File: src/rtl/alu_pkg.sv
// Shared ALU definitions: op codes, flag bit positions and the
// arbiter FSM state encoding.
package alu_pkg;

    localparam logic [4:0] OP_ADD  = 5'h00;
    localparam logic [4:0] OP_SUB  = 5'h01;
    localparam logic [4:0] OP_AND  = 5'h02;
    localparam logic [4:0] OP_OR   = 5'h03;
    localparam logic [4:0] OP_XOR  = 5'h04;
    localparam logic [4:0] OP_NOR  = 5'h05;
    localparam logic [4:0] OP_SLL  = 5'h06;
    localparam logic [4:0] OP_SRL  = 5'h07;
    localparam logic [4:0] OP_SRA  = 5'h08;
    localparam logic [4:0] OP_SLT  = 5'h09;
    localparam logic [4:0] OP_SLTU = 5'h0A;
    localparam logic [4:0] OP_LUI  = 5'h0B;
    localparam logic [4:0] OP_MUL  = 5'h0C;
    localparam logic [4:0] OP_MULH = 5'h0D;
    localparam logic [4:0] OP_DIV  = 5'h0E;
    localparam logic [4:0] OP_REM  = 5'h0F;
    localparam logic [4:0] OP_LB   = 5'h10;
    localparam logic [4:0] OP_LH   = 5'h11;
    localparam logic [4:0] OP_LW   = 5'h12;
    localparam logic [4:0] OP_SB   = 5'h13;

    // alu_flags = {carry, zero, overflow, negative}
    localparam int FLAG_NEG   = 0;
    localparam int FLAG_OVF   = 1;
    localparam int FLAG_ZERO  = 2;
    localparam int FLAG_CARRY = 3;

    typedef enum logic [1:0] {
        ST_IDLE = 2'd0,
        ST_EXEC = 2'd1,
        ST_RESP = 2'd2
    } state_e;

endpackage

File: src/rtl/alu_arbiter_rr_arb2.sv
// Two-way round-robin grant: valid[1:0], prio (index favoured on a
// tie) -> one-hot grant, all-zero when nothing is valid.
module rr_arb2 (
    input  logic [1:0] valid,
    input  logic       prio,
    output logic [1:0] grant
);

    always_comb begin
        grant = 2'b00;
        case (valid)
            2'b01:   grant = 2'b01;
            2'b10:   grant = 2'b10;
            2'b11:   grant = prio ? 2'b10 : 2'b01;
            default: grant = 2'b00;
        endcase
    end

endmodule

File: src/rtl/alu_arbiter.sv
// Shares one external ALU between two requesters.
// Ports: req_* (2 requesters, packed), alu_* (to/from ALU),
// rsp_* (per-requester response), busy (FSM not idle).
module alu_arbiter
    import alu_pkg::*;
#(
    parameter bit         INIT_PRIO = 1'b0,
    parameter logic [4:0] OP_MAX    = 5'h13
) (
    input  logic        clk,
    input  logic        reset_n,
    input  logic [1:0]  req_valid,
    output logic [1:0]  req_ready,
    input  logic [63:0] req_a,
    input  logic [63:0] req_b,
    input  logic [9:0]  req_shamt,
    input  logic [9:0]  req_op,
    output logic [31:0] alu_a,
    output logic [31:0] alu_b,
    output logic [4:0]  alu_shamt,
    output logic [4:0]  alu_op,
    input  logic [31:0] alu_result,
    input  logic [3:0]  alu_flags,
    output logic [1:0]  rsp_valid,
    input  logic [1:0]  rsp_ready,
    output logic [31:0] rsp_result,
    output logic [3:0]  rsp_flags,
    output logic        rsp_err,
    output logic        busy
);

    state_e      state_q, state_d;
    logic        prio_q, prio_d;
    logic        owner_q, owner_d;
    logic [31:0] a_q, a_d;
    logic [31:0] b_q, b_d;
    logic [4:0]  shamt_q, shamt_d;
    logic [4:0]  op_q, op_d;
    logic [31:0] result_q, result_d;
    logic [3:0]  flags_q, flags_d;
    logic        err_q, err_d;

    logic [1:0]  grant;
    logic        gidx;
    logic        xfer;
    logic [31:0] sel_a;
    logic [31:0] sel_b;
    logic [4:0]  sel_shamt;
    logic [4:0]  sel_op;

    rr_arb2 u_arb (
        .valid (req_valid),
        .prio  (prio_q),
        .grant (grant)
    );

    assign gidx      = grant[1];
    assign sel_a     = gidx ? req_a[63:32]    : req_a[31:0];
    assign sel_b     = gidx ? req_b[63:32]    : req_b[31:0];
    assign sel_shamt = gidx ? req_shamt[9:5]  : req_shamt[4:0];
    assign sel_op    = gidx ? req_op[9:5]     : req_op[4:0];

    assign req_ready = (state_q == ST_IDLE) ? grant : 2'b00;
    assign xfer      = |(req_valid & req_ready);

    always_comb begin
        state_d  = state_q;
        prio_d   = prio_q;
        owner_d  = owner_q;
        a_d      = a_q;
        b_d      = b_q;
        shamt_d  = shamt_q;
        op_d     = op_q;
        result_d = result_q;
        flags_d  = flags_q;
        err_d    = err_q;
        unique case (state_q)
            ST_IDLE: begin
                if (xfer) begin
                    owner_d = gidx;
                    // Last winner yields the tie to the other side.
                    prio_d  = ~gidx;
                    if (sel_op > OP_MAX) begin
                        // ALU regs untouched: an illegal op never
                        // reaches the ALU.
                        result_d = '0;
                        flags_d  = '0;
                        err_d    = 1'b1;
                        state_d  = ST_RESP;
                    end else begin
                        a_d     = sel_a;
                        b_d     = sel_b;
                        shamt_d = sel_shamt;
                        op_d    = sel_op;
                        state_d = ST_EXEC;
                    end
                end
            end
            ST_EXEC: begin
                result_d = alu_result;
                flags_d  = alu_flags;
                err_d    = 1'b0;
                state_d  = ST_RESP;
            end
            ST_RESP: begin
                if (rsp_ready[owner_q]) begin
                    state_d = ST_IDLE;
                end
            end
            default: state_d = ST_IDLE;
        endcase
    end

    always_ff @(posedge clk or negedge reset_n) begin
        if (!reset_n) begin
            state_q  <= ST_IDLE;
            prio_q   <= INIT_PRIO;
            owner_q  <= 1'b0;
            a_q      <= '0;
            b_q      <= '0;
            shamt_q  <= '0;
            op_q     <= '0;
            result_q <= '0;
            flags_q  <= '0;
            err_q    <= 1'b0;
        end else begin
            state_q  <= state_d;
            prio_q   <= prio_d;
            owner_q  <= owner_d;
            a_q      <= a_d;
            b_q      <= b_d;
            shamt_q  <= shamt_d;
            op_q     <= op_d;
            result_q <= result_d;
            flags_q  <= flags_d;
            err_q    <= err_d;
        end
    end

    assign alu_a      = a_q;
    assign alu_b      = b_q;
    assign alu_shamt  = shamt_q;
    assign alu_op     = op_q;
    assign rsp_result = result_q;
    assign rsp_flags  = flags_q;
    assign rsp_err    = err_q;
    assign busy       = (state_q != ST_IDLE);
    assign rsp_valid  = (state_q != ST_RESP) ? 2'b00 :
                        (owner_q ? 2'b10 : 2'b01);

endmodule

File: config.mk
export PLATFORM = sky130hd
export DESIGN_NAME = alu_arbiter
export DESIGN_NICKNAME = d
export VERILOG_FILES = /design/src/rtl/alu_pkg.sv /design/src/rtl/alu_arbiter_rr_arb2.sv /design/src/rtl/alu_arbiter.sv
export SDC_FILE = /design/constraint.sdc
export NUM_CORES = 1
export LEC_CHECK = 0
export CAP_MARGIN = 20
export CELL_PAD_IN_SITES_DETAIL_PLACEMENT = 2
export CELL_PAD_IN_SITES_GLOBAL_PLACEMENT = 2
export CORE_ASPECT_RATIO = 1.25
export CORE_MARGIN = 1.5
export CORE_UTILIZATION = 25
export DETAILED_ROUTE_END_ITERATION = 16
export HOLD_SLACK_MARGIN = 0.15
export PLACE_DENSITY_LB_ADDON = 0.1
export REMOVE_ABC_BUFFERS = 1
export SLEW_MARGIN = 15
export SYNTH_ARGS = -nofsm -noshare
export SYNTH_HDL_FRONTEND = slang
export SYNTH_SLANG_ARGS = --single-unit
File: constraint.sdc
create_clock -name clk -period 3.4 [get_ports clk]
set_input_delay 0.68 -clock clk [delete_from_list [all_inputs] [get_ports clk]]
set_output_delay 0.68 -clock clk [all_outputs]
set_load 0.02 [all_outputs]
==> flow_summary.ini <==
[finish]
final_net_count = 923
area_growth_pct = 71.1
finish.utilization_pct = 43.2
antenna_cells = 0
final_layout_size_suffix_gt1_share_pct = 26.0
final_area_mm2 = 0.00957

[worst_setup_path]
start_kind = input port
startpoint = req_valid[1]
crit_top_cell = clkdlybuf4s50_1
r2r_cells = 5
crit_arrival_ns = 2.19
cp_cell_sequence = clkdlybuf4s50_1, a21oi_1, clkdlybuf4s50_1
timing.rr.end = alu_b[5]
crit_fanout = 9
end_kind = output port
cp_slowest_cell = clkdlybuf4s50_1
cp.required_ns = 2.72
rr_startpoint = state_q[1]
r2r_setup_slack_ns = 1.29
critPathKind = input port to output port
critPathMaxStageDelay_ns = 0.63
crit_family = buffers and inverters
crit_cells = 3
critPathCapture = req_ready[0]
critPathBufInv = 2

[grt]
antenna_found_initial = 0
grtUsageMet1_pct = 19.0
grt_overflow = 0
grt_max_degree = 75
grt_pass1_vias = 5189
grt.total_usage_pct = 17.6
use_met3_pct = 8.16
grt.busiest_layer = met2
grtUsageMet2_pct = 30.8
grt_pass1_wl_mm = 30.4

[detailed_routing]
drc = 0
via_per_inst = 4.42
wl_per_cell_um = 19.7
finalWirelength_mm = 20.2
drt-pass1-iter-count = 4
drtIter0Drc = 138
vias = 4544
ant_nets = 0

[yosys]
syn-mean-instance-area_um2 = 13.1
ys_ff_latch = 115
yosys.area_share.xor_xnor_pct = 0
yosys.area.top_type = dfrtp_1
synthMuxAreaShare_pct = 32.9
synthSimpleGateAreaFrac_pct = 6.49
synth_area_leaders = dfrtp_1 51%, mux2_2 19%, mux2_4 13%
ys_warn_count = 0
synth_compound_area_share_pct = 5.17
ys_seq_area_share_pct = 51.5
netlist_instances = 427
synth_top_family_by_area = multiplexers
synthesis.area_mm2 = 0.00559
synth.top_cell.area_share_pct = 51.5
synth_cell_type_count = 30
synthAdderAreaFrac_pct = 0

[place]
dp_hpwl_mm = 15.3
place_ws_ns = 0.464
placed_cell_area_mm2 = 0.00893
place_congestion = 0.731
io_buffers = 305

[clocking]
post-cts-setup-buffer-count = 0
ctsRootBufferMaster = clkbuf_16
numCtsBuffers = 17
clk_pin_slew_ns = 0.06
clockBufferDepth = 2
post_cts_resized = 0
cts_hold_buf = 0
cts_tree = done
htree_levels = 4
cts_sinks = 115
clk-insertion-delay-late_ns = 0.41

[timing]
max_freq_mhz = 348
fin_crit_ns = 2.87
finalCritPeriodShare_pct = 84.4
hold_violations = 0
slew_headroom_pct = 58.7
worst_pin_slew_ns = 0.620
setup-violations-final = 0
slew_viol_final = 0
setup_ws_ns = 0.530
rsz0062_at_grt = false
tns_ns = 0
finClkSkew_ns = 0.00616

[floorplanning]
die_y_um = 170
fp.dieArea_mm2 = 0.0233
die_w_um = 137
initial_core_util_pct = 25.3
pin_count = 306
rows = 61
core_area_mm2 = 0.0221

[hold_path]
min_path_type = input port to asynchronous set/reset pin

[power]
vdd.ir_drop.worst_uv = 327
p_leak_nw = 3.95
powerDensity_mw_per_mm2 = 900
finalPower_w = 0.00861

[job]
cap_violations = 0

[outcome]
status = complete, no violations
layout by cell type (no fill, tap or decap), drive strengths merged, types with 3 or more instances in the layout:
cell and instances:
mux2 146, clkinv 4, clkinvlp 3, bufinv 5
clkdlybuf4s50 304, nor2b 3, a21oi 5, o21ai 38
buf 11, nor2 4, nand2 74, dfrtp 115
clkbuf 18
area by class of cell:
class | count | area (um^2)
clock buffer | 18 | 429
clock inverter | 13 | 209
fill | 2248 | 12600
inverter | 1 | 3.75
multi-input combinational | 283 | 2500
sequential | 115 | 2880
tap | 283 | 354
timing repair buffer | 315 | 3190
stage by stage:
| step | hold slack [ns] | instances |
|---|---|---|
| 4_1_cts | 0.279 | 1028 |
| 3_3_place_gp | 0.463 | 997 |
| 3_5_place_dp | 0.490 | 997 |
| 2_1_floorplan | 0.384 | 399 |
| 6_report | 0.269 | 1028 |
| 5_1_grt | 0.293 | 1028 |
worst min path at each step:
stage                        from        end  slack (ns)
after floorplan           reset_n   alu_a[0]        0.38
after global placement    rsp_err    rsp_err        0.46
after detailed placement  rsp_err    rsp_err        0.49
after CTS                 reset_n  alu_a[13]        0.28
after global routing      reset_n  alu_a[12]        0.29
final                     reset_n  alu_a[13]        0.27
synthesized netlist by cell type, drive strengths merged:
cell type  number
a211o           1
a211oi          1
a21o            2
a21oi           5
a2bb2oi         1
a31oi           1
and2            1
and3b           1
buf            19
clkbuf          9
dfrtp         115
inv             1
mux2          146
mux2i           1
nand2          74
nand2b          2
nand3           1
nor2            4
nor2b           3
o2111ai         1
o21ai          38
worst reg2reg max path, cell delays in order, from the launching register on:
cell     delay [ns]
dfrtp_1        0.46
nor2_4         0.17
o21ai_0        0.16
and3b_4        0.58
buf_12         0.25
mux2_2         0.36
state kept, by name, summed over array words and instances (netlist names), 2 cells and up:
signal	cells
alu_op	5
alu_a	32
alu_shamt	5
alu_b	32
rsp_result	32
rsp_flags	4
state_q	2
layer usage:
layer | up-vias | wire [um]
met2 | 203 | 10200
met1 | 2233 | 7600
met5 | - | 0
met4 | 0 | 194
met3 | 15 | 2230
li1 | 2093 | -
report_power, final:
group	total (W)	internal, W	switching, W
sequential	0.00242	0.00202	0.000402
combinational	0.00423	0.00227	0.00196
clock	0.00196	0.00130	0.000663
kinds of logic after synthesis:
group                  Yosys count
multiplexers                   147
AO/OA/AOI/OAI                   50
flip-flops                     115
AND/OR/NAND/NOR                 86
buffers and inverters           29
Note: power is estimated with default switching activity, not from simulation.
